File: src/rtl/regfile_wb_ctrl_pkg.sv
// regfile_pkg: shared register-file widths and writeback controller state type
package regfile_pkg;
  localparam int ADDR_W = 5;
  localparam int DATA_W = 32;
  localparam int NUM_REGS = 32;
  typedef enum logic {INIT, RUN} wb_state_t;
endpackage

File: src/rtl/regfile_wb_ctrl_rr_arbiter.sv
// rr_arbiter: combinational round-robin one-hot grant starting the search at ptr
module rr_arbiter #(
  parameter int N = 2,
  parameter int PW = (N > 1) ? $clog2(N) : 1
) (
  input  logic [N-1:0]  req,
  input  logic [PW-1:0] ptr,
  output logic [N-1:0]  gnt
);
  always_comb begin
    gnt = '0;
    for (int k = N - 1; k >= 0; k--) begin
      if (req[(int'(ptr) + k) % N]) gnt = N'(1) << ((int'(ptr) + k) % N);
    end
  end
endmodule

File: src/rtl/regfile_wb_ctrl.sv
// regfile_wb_ctrl: register-file init sweep plus round-robin shared write port
module regfile_wb_ctrl
  import regfile_pkg::*;
#(
  parameter int NREQ = 2,
  parameter int ADDR_W = regfile_pkg::ADDR_W,
  parameter int DATA_W = regfile_pkg::DATA_W,
  parameter bit INIT_EN = 1'b1,
  parameter logic [DATA_W-1:0] INIT_VALUE = '0
) (
  input  logic                     clk,
  input  logic                     reset_n,
  input  logic [NREQ-1:0]          req_valid,
  input  logic [NREQ*ADDR_W-1:0]   req_addr,
  input  logic [NREQ*DATA_W-1:0]   req_data,
  output logic [NREQ-1:0]          req_ready,
  output logic                     wr_en,
  output logic [ADDR_W-1:0]        wr_addr,
  output logic [DATA_W-1:0]        wr_data,
  output logic                     init_done
);
  localparam int PW = (NREQ > 1) ? $clog2(NREQ) : 1;
  localparam int CW = $clog2(NUM_REGS);
  localparam logic [CW-1:0] LAST = CW'(NUM_REGS - 1);
  wb_state_t state;
  logic [CW-1:0] init_cnt;
  logic [PW-1:0] rr_ptr, sel;
  logic [NREQ-1:0] gnt;
  logic [ADDR_W-1:0] sel_addr;
  logic [DATA_W-1:0] sel_data;
  logic xfer, do_write;
  rr_arbiter #(.N(NREQ), .PW(PW)) u_arb (.req(req_valid), .ptr(rr_ptr), .gnt(gnt));
  assign req_ready = (reset_n && state == RUN) ? gnt : '0;
  assign xfer = |req_ready;
  always_comb begin
    sel = '0;
    for (int i = 0; i < NREQ; i++) begin
      if (gnt[i]) sel = PW'(i);
    end
  end
  assign sel_addr = req_addr[int'(sel)*ADDR_W +: ADDR_W];
  assign sel_data = req_data[int'(sel)*DATA_W +: DATA_W];
  assign do_write = xfer && sel_addr != '0;
  always_ff @(posedge clk or negedge reset_n) begin
    if (!reset_n) begin
      state <= INIT_EN ? INIT : RUN;
      init_done <= !INIT_EN;
      init_cnt <= '0;
      rr_ptr <= '0;
      wr_en <= 1'b0;
      wr_addr <= '0;
      wr_data <= '0;
    end else if (state == INIT) begin
      wr_en <= 1'b1;
      wr_addr <= ADDR_W'(init_cnt);
      wr_data <= INIT_VALUE;
      init_cnt <= init_cnt + 1'b1;
      if (init_cnt == LAST) begin
        state <= RUN;
        init_done <= 1'b1;
      end
    end else begin
      wr_en <= do_write;
      if (do_write) begin
        wr_addr <= sel_addr;
        wr_data <= sel_data;
      end
      if (xfer) rr_ptr <= (sel == PW'(NREQ - 1)) ? '0 : sel + 1'b1;
    end
  end
endmodule

File: config.mk
export PLATFORM = sky130hd
export DESIGN_NAME = regfile_wb_ctrl
export DESIGN_NICKNAME = d
export VERILOG_FILES = /design/src/rtl/regfile_wb_ctrl_pkg.sv /design/src/rtl/regfile_wb_ctrl_rr_arbiter.sv /design/src/rtl/regfile_wb_ctrl.sv
export SDC_FILE = /design/constraint.sdc
export NUM_CORES = 1
export LEC_CHECK = 0
export BUFFER_PORTS_ARGS = -buffer_cell sky130_fd_sc_hd__buf_2
export CAP_MARGIN = 20
export CORE_MARGIN = 4
export CORE_UTILIZATION = 35
export CTS_CLUSTER_DIAMETER = 120
export CTS_CLUSTER_SIZE = 16
export DETAILED_ROUTE_END_ITERATION = 12
export GPL_ROUTABILITY_DRIVEN = 0
export MAX_ROUTING_LAYER = met4
export PLACE_DENSITY = 0.63
export SETUP_SLACK_MARGIN = 0.02
export SYNTH_ARGS = -nofsm -noshare
export SYNTH_HDL_FRONTEND = slang
export SYNTH_HIERARCHICAL = 1
export SYNTH_SLANG_ARGS = --single-unit
File: constraint.sdc
create_clock -name clk -period 1.9 [get_ports clk]
set_clock_uncertainty 0.05 [all_clocks]
set_input_delay 0.095 -clock clk [delete_from_list [all_inputs] [get_ports clk]]
set_output_delay 0.095 -clock clk [all_outputs]
set_load 0.05 [all_outputs]
==> impl_metrics.json, run 1 <==
{
  "run_status": "finished clean",
  "p_leak_nw": 1.88,
  "path_buf_inv": 3,
  "path_common_cell": "buf_4",
  "syn-cell-area_um2": 2460,
  "ys_async_sr_fraction_pct": 100,
  "yosys.cell_types.count": 33,
  "area_growth_pct": 36.8,
  "yosysTopAreaCellShare_pct": 46.7,
  "fin_crit_sh_pct": 95.0,
  "startpoint": "rr_ptr$_DFFE_PN0P_",
  "overflow": 0,
  "synthesis.instances": 221,
  "dp_hpwl_mm": 4.70,
  "die_x_um": 91.9,
  "utilization_pct": 49.4,
  "rr_endpoint": "wr_data[3]$_DFFE_PN0P_",
  "drv_slew": 0,
  "ir_drop_mv": 0.497,
  "max_freq_mhz": 554,
  "grt_max_degree": 42,
  "final_area_um2": 3370,
  "clock_latency_ns": 0.29,
  "setup_viol": 0,
  "seq_area_frac_synth_pct": 46.7,
  "hp-class": "in -> reg",
  "hold_viol": 0,
  "viasPerCell": 4.68,
  "worst_slack_ns": 0.0950,
  "min_path_cells": 3,
  "track_usage_pct": 14.6,
  "worst-r2r-cell-count": 8,
  "core-area_um2": 6830,
  "wire_per_inst_um": 14.2,
  "finalWirelength_mm": 6.31,
  "numCtsBuffers": 5,
  "slowest_stage": "dfrtp_1",
  "final_nets": 428,
  "fillers": 666,
  "synth_ff_type": "dfrtp_1",
  "port_buffers": 118,
  "fp.dieH_um": 91.9,
  "num_antenna_cells": 0,
  "cp_top_family": "buffers and inverters",
  "synth_warnings": 6,
  "reg2reg_slack_ns": 0.09,
  "endpoint_kind": "primary output",
  "yosys-top-cells-area": "dfrtp_1 47%, mux2i_1 27%, nand2_1 6.4%",
  "pre_cts_ws_ns": 0.0578,
  "fp-row-count": 30,
  "antenna_found_initial": 0,
  "drc": 0,
  "syn_avg_cell_area_um2": 11.2,
  "worst_pin_slew_ns": 0.527,
  "synth_edf_count": 0,
  "h-tree-depth": 2,
  "start_util_pct": 36.1,
  "cts_sinks": 46,
  "cap_violations": 0,
  "grt_pass1_vias": 2062,
  "dieArea_um2": 8450,
  "hold_slack_ns": 0.0267,
  "num_vias": 2082,
  "slew_headroom_pct": 64.9,
  "yosysTopAreaCell": "dfrtp_1",
  "fin_total_pwr_mw": 3.51,
  "cts_buffer_depth": 2,
  "cp.required_ns": 1.75,
  "critical_path_class": "reg -> out",
  "grt_pass1_wl_mm": 9.72,
  "cp_max_fo": 9,
  "critPathMaxStageDelay_ns": 0.37,
  "final_cells": 445,
  "drtAntennaViolNets": 0,
  "cts_tree": "yes",
  "drtIter0Drc": 48,
  "dp_cells": 432,
  "clk_pin_slew_worst_paths_ns": 0.09,
  "cp_cell_sequence": "inv_1 -> a21boi_4 -> buf_4 -> and3_1 -> buf_4",
  "startpoint_type": "flip-flop",
  "setup_tns_ns": 0,
  "io_pins": 119,
  "syn_nets": 301,
  "rsz0062_at_grt": "yes",
  "firstDrtPassIters": 3,
  "arrival_ns": 1.66,
  "synth-seq-cells": 46,
  "root_buffer": "clkbuf_8",
  "holdPathEnd": "wr_data[13]$_DFFE_PN0P_",
  "drive_gt1_share_pct": 43.6,
  "min_from": "req_data[13]",
  "r2r_start": "rr_ptr$_DFFE_PN0P_",
  "power_density_nw_per_um2": 1040,
  "period_needed_ns": 1.81,
  "place_area_um2": 3190
}
-- sequential cells by signal, summed over array words and instances, names as in the netlist --
signal	count
wr_data	32
init_cnt	5
wr_addr	5
init_done	1
rr_ptr	1
state	1
wr_en	1
-- worst max-delay path by stage --
stage	end	depth (start not counted)
3_3_place_gp	wr_data[20]$_DFFE_PN0P_	7
2_1_floorplan	wr_data[10]$_DFFE_PN0P_	7
4_1_cts	wr_data[3]$_DFFE_PN0P_	7
6_report	req_ready[1]	5
3_5_place_dp	wr_data[3]$_DFFE_PN0P_	7
5_1_grt	req_ready[1]	5
-- area by class of cell --
| type | count | area [um^2] | share of cell area [%] |
|---|---|---|---|
| timing repair buffer | 134 | 788 | 23.4 |
| clock buffer | 7 | 86.3 | 2.56 |
| inverter | 4 | 15.0 | 0.445 |
| tap | 96 | 120 | 3.56 |
| sequential | 46 | 1150 | 34.2 |
| multi-input combinational | 157 | 1200 | 35.7 |
| clock inverter | 1 | 5.00 | 0.148 |
-- power breakdown --
part           leakage, nW  internal [mW]  switching, mW
Clock               0.0482          0.294          0.328
Combinational         1.29          0.484           1.11
Sequential           0.543           1.18          0.111
Total                 1.88           1.96           1.55
-- routing by layer --
metal	routed length [um]	global-route usage, %	vias up
met5	0	-	-
met4	27	2.97	0
met2	2980	24.0	75
met3	438	4.02	4
met1	2860	18.0	977
li1	-	-	1026
-- repair_timing --
action                     CTS  global route
setup endpoints to repair    1            36
resized for setup            1             1
hold endpoints to repair     5             0
hold buffers                 1             0
buffers inserted             0             2
cloned                       0             2
pin swaps                    0             2
-- cell usage after synthesis (all sizes together), types with 3 or more instances --
master,instances
inv,4
nor2,7
dfrtp,46
nor3,3
nand2,42
xnor2,3
mux2i,67
buf,10
and3,3
o211ai,5
clkbuf,4
a21oi,5
-- tightest hold or removal path, cell delays in order --
cell,delay (ns)
buf_2,0.07
mux2i_1,0.05
mux2i_1,0.11
-- kinds of logic (layout without fill, tap and decap cells) --
kind of cell    after synthesis  in the layout  share of synthesized area [%]
simple gates                 62             62                           10.9
mux                          69             69                           28.1
xor+xnor                      3              3                           1.07
fa+ha+maj                     2              2                           1.02
flops                        46             46                           46.7
compound gates               21             21                           7.21
buf+inv                      18            146                           5.02
-- placed cells by master, fill, tap and decap left out, drive strengths merged --
cell         netlist  layout
o211a              1       1
mux2i             67      67
nor4               1       1
o221ai             2       2
o21ai              2       2
nand2b             2       2
inv                4       4
a21oi              5       5
buf               10     131
nor3               3       3
ha                 2       2
mux2               2       2
a21boi             2       2
a21o               1       1
o221a              2       2
xnor2              3       3
dlygate4sd3        0       1
dfrtp             46      46
clkbuf             4       9
nor2               7       7
and3               3       3
nand3b             1       1
clkinv             0       1
or2                1       1
nand3              1       1
nor2b              1       1
o211ai             5       5
a311o              1       1
nand2             42      42
No activity file was read; power rests on OpenSTA's default activity.
==> run 2, diff against run 1 <==
CORE_MARGIN = 5   (was 4)
MAX_ROUTING_LAYER = unset   (was met4)
==> impl_metrics.json, run 2 (synthesis gave the netlist of run 1 again) <==
{
  "p_leak_nw": 1.93,
  "rsz0062_at_grt": "yes",
  "h-tree-depth": 2,
  "regArea_um2": 1150,
  "critical_path_class": "reg -> out",
  "grt_pass1_vias": 2106,
  "area_growth_pct": 41.2,
  "drive_gt1_share_pct": 44.1,
  "root_buffer": "clkbuf_8",
  "rr_endpoint": "wr_data[14]$_DFFE_PN0P_",
  "cp.required_ns": 1.75,
  "overflow": 0,
  "cts_buffer_depth": 2,
  "regMostFlops": "wr_data",
  "path_buf_inv": 4,
  "setup_viol": 0,
  "routed-wl-met3_um": 489,
  "track_usage_pct": 14.2,
  "drtIter0Drc": 61,
  "final_cells": 450,
  "slew_headroom_pct": 66.7,
  "firstDrtPassIters": 4,
  "largest_reg_flops": 32,
  "num_antenna_cells": 0,
  "ir_drop_mv": 0.644,
  "finalWirelength_mm": 6.52,
  "pre_cts_ws_ns": 0.112,
  "final_nets": 434,
  "numCtsBuffers": 5,
  "port_buffers": 118,
  "startpoint_type": "flip-flop",
  "reg_top3": "wr_data: 32 flops, init_cnt: 5 flops, wr_addr: 5 flops",
  "core-area_um2": 6830,
  "multi_input_area_um2": 1210,
  "dp_cells": 432,
  "grt_max_degree": 40,
  "wire_per_inst_um": 14.5,
  "fillers": 670,
  "dp_hpwl_mm": 4.73,
  "critPathMaxStageDelay_ns": 0.37,
  "power_density_nw_per_um2": 1010,
  "dieArea_um2": 8820,
  "hold_viol": 0,
  "cp_top_family": "buffers and inverters",
  "arrival_ns": 1.68,
  "crit_cells": 6,
  "cts_sinks": 46,
  "clk_pin_slew_worst_paths_ns": 0.08,
  "worst_slack_ns": 0.0706,
  "fp-row-count": 30,
  "drc": 0,
  "r2r_start": "rr_ptr$_DFFE_PN0P_",
  "cap_violations": 0,
  "clock_latency_ns": 0.29,
  "drv_slew": 0,
  "startpoint": "rr_ptr$_DFFE_PN0P_",
  "max_freq_mhz": 547,
  "die_x_um": 93.9,
  "wl_met2_mm": 3.13,
  "cts_tree": "yes",
  "endpoint_kind": "primary output",
  "met1_length_mm": 2.86,
  "num_vias": 2094,
  "final_common_cell": "buf_2",
  "critPathCapture": "req_ready[1]",
  "start_util_pct": 36.1,
  "period_needed_ns": 1.83,
  "hp-class": "in -> reg",
  "fin_crit_sh_pct": 96.3,
  "worst-r2r-cell-count": 8,
  "cp_max_fo": 8,
  "fp.dieH_um": 93.9,
  "io_pins": 119,
  "layout_common_cells": "117 x buf_2, 67 x mux2i_1, 45 x dfrtp_1, 42 x nand2_1, 11 x buf_4",
  "hold_slack_ns": 0.0376,
  "worst_pin_slew_ns": 0.499,
  "slowest_stage": "dfrtp_1",
  "reg2reg_slack_ns": 0.08,
  "cp_cell_sequence": "inv_1 -> a21boi_4 -> buf_4 -> buf_12 -> and3_1 -> clkbuf_4",
  "antenna_found_initial": 0,
  "routed.top_layer": "met4",
  "run_status": "finished clean",
  "viasPerCell": 4.65,
  "drtAntennaViolNets": 0,
  "grt_pass1_wl_mm": 9.93
}
run 2: per-stage QoR:
stage                TNS, ns  util, %  power (mW)  instance area (um^2)
finish                     0     51.0        3.50                  3480
global route        -0.00485     51.0        3.71                  3480
CTS                        0     48.7        3.48                  3330
detailed placement         0     46.8        2.89                  3200
global placement           0     46.8        2.87                  3200
floorplan                  0        -        2.46                  2460
run 2: what timing repair did:
item,4_1_cts,5_1_grt
pin swaps,1,2
cloned,1,3
buffers inserted,1,5
hold endpoints to repair,7,0
resized for setup,0,6
setup endpoints to repair,1,26
hold buffers,1,0
run 2: how the worst min path moves through the flow:
stage	start	end	slack (ns)	cells past startpoint
2_1_floorplan	reset_n	init_cnt[0]$_DFFE_PN0N_	-0.25	0
3_3_place_gp	reset_n	rr_ptr$_DFFE_PN0P_	-0.06	1
3_5_place_dp	reset_n	rr_ptr$_DFFE_PN0P_	-0.06	1
4_1_cts	req_data[50]	wr_data[18]$_DFFE_PN0P_	0.03	3
5_1_grt	req_data[18]	wr_data[18]$_DFFE_PN0P_	0.03	3
6_report	req_data[20]	wr_data[20]$_DFFE_PN0P_	0.04	3
run 2: cell type report:
class                           instances  share of cell area [%]
Multi-Input combinational cell        157                    34.9
Sequential cell                        46                    33.1
Timing Repair Buffer                  140                    26.0
Tap cell                               96                    3.45
Clock buffer                            7                    2.19
Inverter                                4                   0.431
run 2: per-layer routing:
| metal | vias up | global-route usage (%) |
|---|---|---|
| li1 | 1041 | - |
| met1 | 971 | 18.1 |
| met2 | 78 | 23.8 |
| met3 | 4 | 4.17 |
| met4 | 0 | 2.89 |
| met5 | - | 0 |
run 2: report_power, final:
| group | switching (mW) | total, mW | internal, mW |
|---|---|---|---|
| registers | 0.108 | 1.29 | 1.18 |
| clock network | 0.295 | 0.549 | 0.254 |
| logic | 1.13 | 1.66 | 0.531 |
| total | 1.54 | 3.50 | 1.97 |
run 2: worst min-delay path, delay by kind of cell:
| family | cells | cell delay (ns) |
|---|---|---|
| buffers and inverters | 1 | 0.07 |
| muxes | 2 | 0.16 |
